**src/rtl/clk_pkg.sv**
```systemverilog
// Shared constants and BCD helpers for the real-clock display path.
package clk_pkg;

    localparam logic [5:0] MAX_SEC  = 6'd59;
    localparam logic [5:0] MAX_MIN  = 6'd59;
    localparam logic [4:0] MAX_HOUR = 5'd23;

    localparam logic [6:0] SEG_BLANK = 7'b1111111;
    localparam logic [6:0] SEG_DASH  = 7'b0111111;

    localparam logic [3:0] CODE_0     = 4'h0;
    localparam logic [3:0] CODE_1     = 4'h1;
    localparam logic [3:0] CODE_2     = 4'h2;
    localparam logic [3:0] CODE_3     = 4'h3;
    localparam logic [3:0] CODE_4     = 4'h4;
    localparam logic [3:0] CODE_5     = 4'h5;
    localparam logic [3:0] CODE_6     = 4'h6;
    localparam logic [3:0] CODE_7     = 4'h7;
    localparam logic [3:0] CODE_8     = 4'h8;
    localparam logic [3:0] CODE_9     = 4'h9;
    localparam logic [3:0] CODE_BLANK = 4'hE;
    localparam logic [3:0] CODE_DASH  = 4'hF;

    function automatic logic [3:0] bcd_tens(input logic [5:0] v);
        return 4'(v / 6'd10);
    endfunction

    function automatic logic [3:0] bcd_units(input logic [5:0] v);
        return 4'(v % 6'd10);
    endfunction

endpackage

```
**src/rtl/seg7_decode.sv**
```systemverilog
// Combinational digit code to active-low {g,f,e,d,c,b,a} segment pattern.
module seg7_decode
    import clk_pkg::*;
(
    input  logic [3:0] i_code,
    output logic [6:0] o_seg
);

    always_comb begin
        o_seg = SEG_BLANK;
        case (i_code)
            CODE_0:    o_seg = 7'b1000000;
            CODE_1:    o_seg = 7'b1111001;
            CODE_2:    o_seg = 7'b0100100;
            CODE_3:    o_seg = 7'b0110000;
            CODE_4:    o_seg = 7'b0011001;
            CODE_5:    o_seg = 7'b0010010;
            CODE_6:    o_seg = 7'b0000010;
            CODE_7:    o_seg = 7'b1111000;
            CODE_8:    o_seg = 7'b0000000;
            CODE_9:    o_seg = 7'b0010000;
            CODE_DASH: o_seg = SEG_DASH;
            default:   o_seg = SEG_BLANK;
        endcase
    end

endmodule

```
**src/rtl/clk_display_scan.sv**
```systemverilog
// Scans a per-frame snapshot of HH.MM.SS onto a 6-digit multiplexed
// common-anode 7-segment display with blinking separator and range dashes.
module clk_display_scan
    import clk_pkg::*;
#(
    parameter int unsigned SCAN_DIV      = 100000,
    parameter bit          BLANK_HOUR_LZ = 1'b1
) (
    input  logic       clk,
    input  logic       reset,
    input  logic [5:0] seconds_in,
    input  logic [5:0] minutes_in,
    input  logic [4:0] hours_in,
    output logic [5:0] digit_an_n,
    output logic [6:0] seg_n,
    output logic       dp_n
);

    localparam int unsigned PW = (SCAN_DIV > 1) ? $clog2(SCAN_DIV) : 1;

    logic [PW-1:0] r_presc;
    logic [2:0]    r_idx;
    logic          r_init;
    logic [5:0]    r_sec;
    logic [5:0]    r_min;
    logic [4:0]    r_hr;
    logic [5:0]    r_an;
    logic [6:0]    r_seg;
    logic          r_dp;

    logic       w_tick;
    logic       w_sec_ok;
    logic       w_min_ok;
    logic       w_hr_ok;
    logic [3:0] w_hr_tens;
    logic [3:0] w_code;
    logic [6:0] w_seg;
    logic [5:0] w_an;
    logic       w_dp;

    assign w_tick = (r_presc == PW'(SCAN_DIV - 1));

    // Snapshot only at frame boundaries so a frame never mixes two times.
    always_ff @(posedge clk or posedge reset) begin
        if (reset) begin
            r_presc <= '0;
            r_idx   <= 3'd0;
            r_init  <= 1'b1;
            r_sec   <= '0;
            r_min   <= '0;
            r_hr    <= '0;
        end else begin
            r_presc <= w_tick ? '0 : r_presc + PW'(1);
            if (w_tick) begin
                r_idx <= (r_idx == 3'd5) ? 3'd0 : r_idx + 3'd1;
            end
            if (r_init || (w_tick && r_idx == 3'd5)) begin
                r_sec <= seconds_in;
                r_min <= minutes_in;
                r_hr  <= hours_in;
            end
            r_init <= 1'b0;
        end
    end

    assign w_sec_ok  = (r_sec <= MAX_SEC);
    assign w_min_ok  = (r_min <= MAX_MIN);
    assign w_hr_ok   = (r_hr <= MAX_HOUR);
    assign w_hr_tens = bcd_tens({1'b0, r_hr});

    always_comb begin
        w_code = CODE_BLANK;
        case (r_idx)
            3'd0: begin
                if (!w_hr_ok) begin
                    w_code = CODE_DASH;
                end else if (BLANK_HOUR_LZ && w_hr_tens == 4'd0) begin
                    w_code = CODE_BLANK;
                end else begin
                    w_code = w_hr_tens;
                end
            end
            3'd1:    w_code = w_hr_ok  ? bcd_units({1'b0, r_hr}) : CODE_DASH;
            3'd2:    w_code = w_min_ok ? bcd_tens(r_min)         : CODE_DASH;
            3'd3:    w_code = w_min_ok ? bcd_units(r_min)        : CODE_DASH;
            3'd4:    w_code = w_sec_ok ? bcd_tens(r_sec)         : CODE_DASH;
            3'd5:    w_code = w_sec_ok ? bcd_units(r_sec)        : CODE_DASH;
            default: w_code = CODE_BLANK;
        endcase
    end

    seg7_decode u_seg7_decode (
        .i_code (w_code),
        .o_seg  (w_seg)
    );

    assign w_an = ~(6'b100000 >> r_idx);
    assign w_dp = ~((r_idx == 3'd1 || r_idx == 3'd3) && w_sec_ok && !r_sec[0]);

    // The init cycle stays dark so the first lit digit already uses the snapshot.
    always_ff @(posedge clk or posedge reset) begin
        if (reset) begin
            r_an  <= 6'b111111;
            r_seg <= SEG_BLANK;
            r_dp  <= 1'b1;
        end else if (r_init) begin
            r_an  <= 6'b111111;
            r_seg <= SEG_BLANK;
            r_dp  <= 1'b1;
        end else begin
            r_an  <= w_an;
            r_seg <= w_seg;
            r_dp  <= w_dp;
        end
    end

    assign digit_an_n = r_an;
    assign seg_n      = r_seg;
    assign dp_n       = r_dp;

endmodule
```
**config.mk**
```make
export PLATFORM = sky130hd
export DESIGN_NAME = clk_display_scan
export DESIGN_NICKNAME = d
export VERILOG_FILES = /design/src/rtl/clk_pkg.sv /design/src/rtl/seg7_decode.sv /design/src/rtl/clk_display_scan.sv
export SDC_FILE = /design/constraint.sdc
export NUM_CORES = 1
export LEC_CHECK = 0
export CAP_MARGIN = 20
export CORE_ASPECT_RATIO = 1.1
export CORE_UTILIZATION = 50
export CTS_CLUSTER_DIAMETER = 40
export CTS_CLUSTER_SIZE = 24
export DETAILED_ROUTE_END_ITERATION = 12
export PLACE_DENSITY = 0.74
export RECOVER_POWER = 25
export SLEW_MARGIN = 20
export SYNTH_ARGS = -nofsm -noshare
export SYNTH_HDL_FRONTEND = slang
export SYNTH_SLANG_ARGS = --single-unit
```
**constraint.sdc**
```tcl
create_clock -name clk -period 3.6 [get_ports clk]
set_input_delay 0.54 -clock clk [delete_from_list [all_inputs] [get_ports clk]]
set_output_delay 0.54 -clock clk [all_outputs]
set_load 0.005 [all_outputs]
```
==> results of run 1 <==
## cell families (layout without fill, tap and decap cells)
logic type | Yosys count | count (layout) | synth area share, %
other cells | 1 | 1 | 0.109
fa+ha+maj | 12 | 12 | 4.37
compound gates | 93 | 93 | 18.2
mux | 22 | 22 | 7.10
flops | 52 | 52 | 38.4
simple gates | 126 | 126 | 20.5
xor+xnor | 15 | 15 | 3.82
buf+inv | 44 | 69 | 7.46
## layout by cell type, fill, tap and decap left out, types with 4 or more instances in the layout
| cell | netlist | routed |
|---|---|---|
| nor3b_1 | 6 | 6 |
| a2bb2oi_1 | 5 | 5 |
| nand4_1 | 7 | 7 |
| clkbuf_8 | 6 | 5 |
| xor2_1 | 7 | 7 |
| a31oi_1 | 4 | 4 |
| and3_1 | 4 | 4 |
| nand3_1 | 11 | 11 |
| mux2_2 | 19 | 19 |
| buf_4 | 2 | 8 |
| dfrtp_1 | 37 | 37 |
| nand2b_1 | 6 | 6 |
| nor2_1 | 28 | 28 |
| a21oi_1 | 14 | 14 |
| dfstp_2 | 15 | 14 |
| inv_1 | 19 | 19 |
| a211oi_1 | 5 | 5 |
| xnor2_1 | 8 | 8 |
| clkdlybuf4s50_1 | 0 | 31 |
| o211ai_1 | 7 | 7 |
| ha_1 | 12 | 12 |
| nand2_1 | 32 | 32 |
| nor2b_1 | 6 | 6 |
| o21ai_0 | 27 | 27 |
| nor3_1 | 5 | 5 |
## per-layer routing
metal,share of wire (%),routed length [um]
met1,46,3160
met2,50,3460
met3,3.2,223
met4,1.4,96
met5,0,0
## power by group through the flow
stage	registers [mW]	logic (mW)	clock network (mW)
global placement	0.677	0.353	0
global route	0.675	0.404	0.454
detailed placement	0.679	0.361	0
floorplan	0.653	0.294	0
finish	0.669	0.361	0.415
CTS	0.668	0.362	0.427
## flip-flops by register name (all words and copies together) (netlist names)
register,count
r_presc,17
seg_n,7
digit_an_n,6
r_min,6
r_sec,6
r_hr,5
r_idx,3
dp_n,1
r_init,1
## cell type report
type,instances,area [um^2]
inverters,20,75.1
repair buffers,41,384
multi-input cells,269,1860
clock buffers,5,68.8
fillers,583,2780
flip-flops and latches,52,1320
well taps,82,103
clock inverters,3,46.3
## cells in the mapped netlist (all sizes together), types with 7 or more instances
library cell  number
a21oi             15
clkbuf            18
dfrtp             37
dfstp             15
ha                12
inv               19
mux2              19
nand2             33
nand2b             7
nand3             11
nand4              7
nor2              29
o211ai             7
o21ai             30
xnor2              8
xor2               7
## worst max-delay path by stage
stage | startpoint | end | slack, ns | cells after the start
6_report | r_sec[4] | seg_n[6] | 0.44 | 12
3_3_place_gp | r_sec[4] | seg_n[5] | 0.55 | 11
2_1_floorplan | r_sec[4] | seg_n[6] | 0.58 | 13
3_5_place_dp | r_sec[4] | seg_n[6] | 0.44 | 12
4_1_cts | r_sec[4] | seg_n[0] | 0.42 | 12
5_1_grt | reset | r_min[3] | 0.16 | 3
## metrics by stage
stage | power (mW) | util, % | area [um^2]
floorplan | 0.947 | - | 3440
global placement | 1.03 | 56.5 | 3750
CTS | 1.46 | 58.2 | 3860
detailed placement | 1.04 | 56.5 | 3750
global route | 1.53 | 58.2 | 3860
finish | 1.44 | 58.2 | 3860
==> reports/results.ini, run 1 <==
[clock_network]
cts_sinks=52
clkSlewWorstSetupHoldPaths_ns=0.10
clk_path_buf_depth=2
cts_tree=done
cts_buffers=5
cts-resized-gates=0
clock-root-buffer=clkbuf_8
cts_setup_buffers=0
htreeDepth=2
ctsHoldBuffers=0
clock_latency_ns=0.31

[run_status]
outcome=finished, violations left
violations=max-capacitance violations, max-slew violations

[sta]
rsz0062_at_grt=false
setup_viol=0
hold_violations=0
finalClockSkew_ns=0.00522
finalHoldWorstSlack_ns=0.483
fmax_mhz=316
worst-slew-pin-transition_ns=1.88
final.setup.tns_ns=0
drv_slew=37
fin_ws_ns=0.436
layout_min_cycle_time_ns=3.16
finalCritPeriodShare_pct=87.9
slew_headroom_pct=-25.5

[floorplanning]
start_util_pct=51.8
core_mm2=0.00663
dieArea_mm2=0.00721
ios=33
die_height_um=89.0
die_x_um=81.1
rows=31

[power_and_ir_drop]
combinationalPowerShare_pct=25.0
p_leak_nw=1.60
p_switching_mw=0.436
pwr-share-seq_pct=46.3
ir_drop_uv=219
p_sw_share_pct=30.2
power_density_mw_per_mm2=374
intPower_mw=1.01
p_clk_share_pct=28.7

[critical_path]
path_cells=inv_1 -> ha_1 -> and3b_2 -> a211o_1 -> a221o_1 -> inv_1 -> ha_1 -> a31o_1 -> o2111ai_2 -> and2_2 -> o21bai_1 -> o211ai_1
reg2reg_depth=12
cp_top_family=compound AO/OA/AOI/OAI gates
slowest_delay_ns=0.50
r2r_setup_slack_ns=0.44
critical_path.endpoint_type=register
startpoint_type=register
cp.required_ns=3.84
rr_startpoint=r_sec[4]
crit_arrival_ns=3.40
critical_path.max_fanout=12
rr_endpoint=seg_n[6]
path_buf_inv=2
crit_type=reg2reg
worst_path_max_delay_cell=o2111ai_2

[yosys]
synth_edf_count=0
synth_top_area_share_pct=26.9
async_reset_ff_share_pct=100
ys_ff_latch=52
synthesis.nets=396
synth_top_area_cell=dfrtp_1
synth_top_flop_cell=dfrtp_1
ys_types=70
yosysSeqAreaShare_pct=38.4
synth_area_mm2=0.00344
ys_warn_count=0
syn_area_per_cell_um2=9.42
syn_inst=365
synth.area.top_cells=dfrtp_1, dfstp_2, mux2_2

[global_route]
grt_util_met3_pct=3.88
gr-usage-met2_pct=36.1
grt_use_met1_pct=26.2
busiest_layer=met2
grt_max_degree=37
grt_usage_pct=20.8
antenna_found_initial=0
grt.overflow.total=0
grt_pass1_wl_mm=11.4
grt_pass1_vias=2494

[placement]
dp_slack_ns=0.438
io_buffer_count=32
dp_cells=464
dp_hpwl_mm=4.99
gp_congestion=0.886

[min_path]
min_from=r_presc[0]
hold_class=reg2reg
hold_depth=1
min_to=r_presc[0]

[finish]
drive_above_1_share_pct=16.9
diodes=0
instances_no_fill=472
fin_nets=420
syn_to_final_growth_pct=12.2

[drt]
vias=2724
dr.pass1.iters=4
wirelength_mm=6.94
ant_nets=0
wl_per_cell_um=14.7
via_per_inst=5.77
drcViolationCount=0
dr.first_iter.drc_count=232

[job]
cap_violations=1

Note: power is estimated with default switching activity, not from simulation.
==> inputs of run 2 (changes only) <==
Settings changed: CAP_MARGIN 20 to 5.
==> results of run 2 <==
Same layout as run 1: the final DEF is identical, and so are final timing and power.
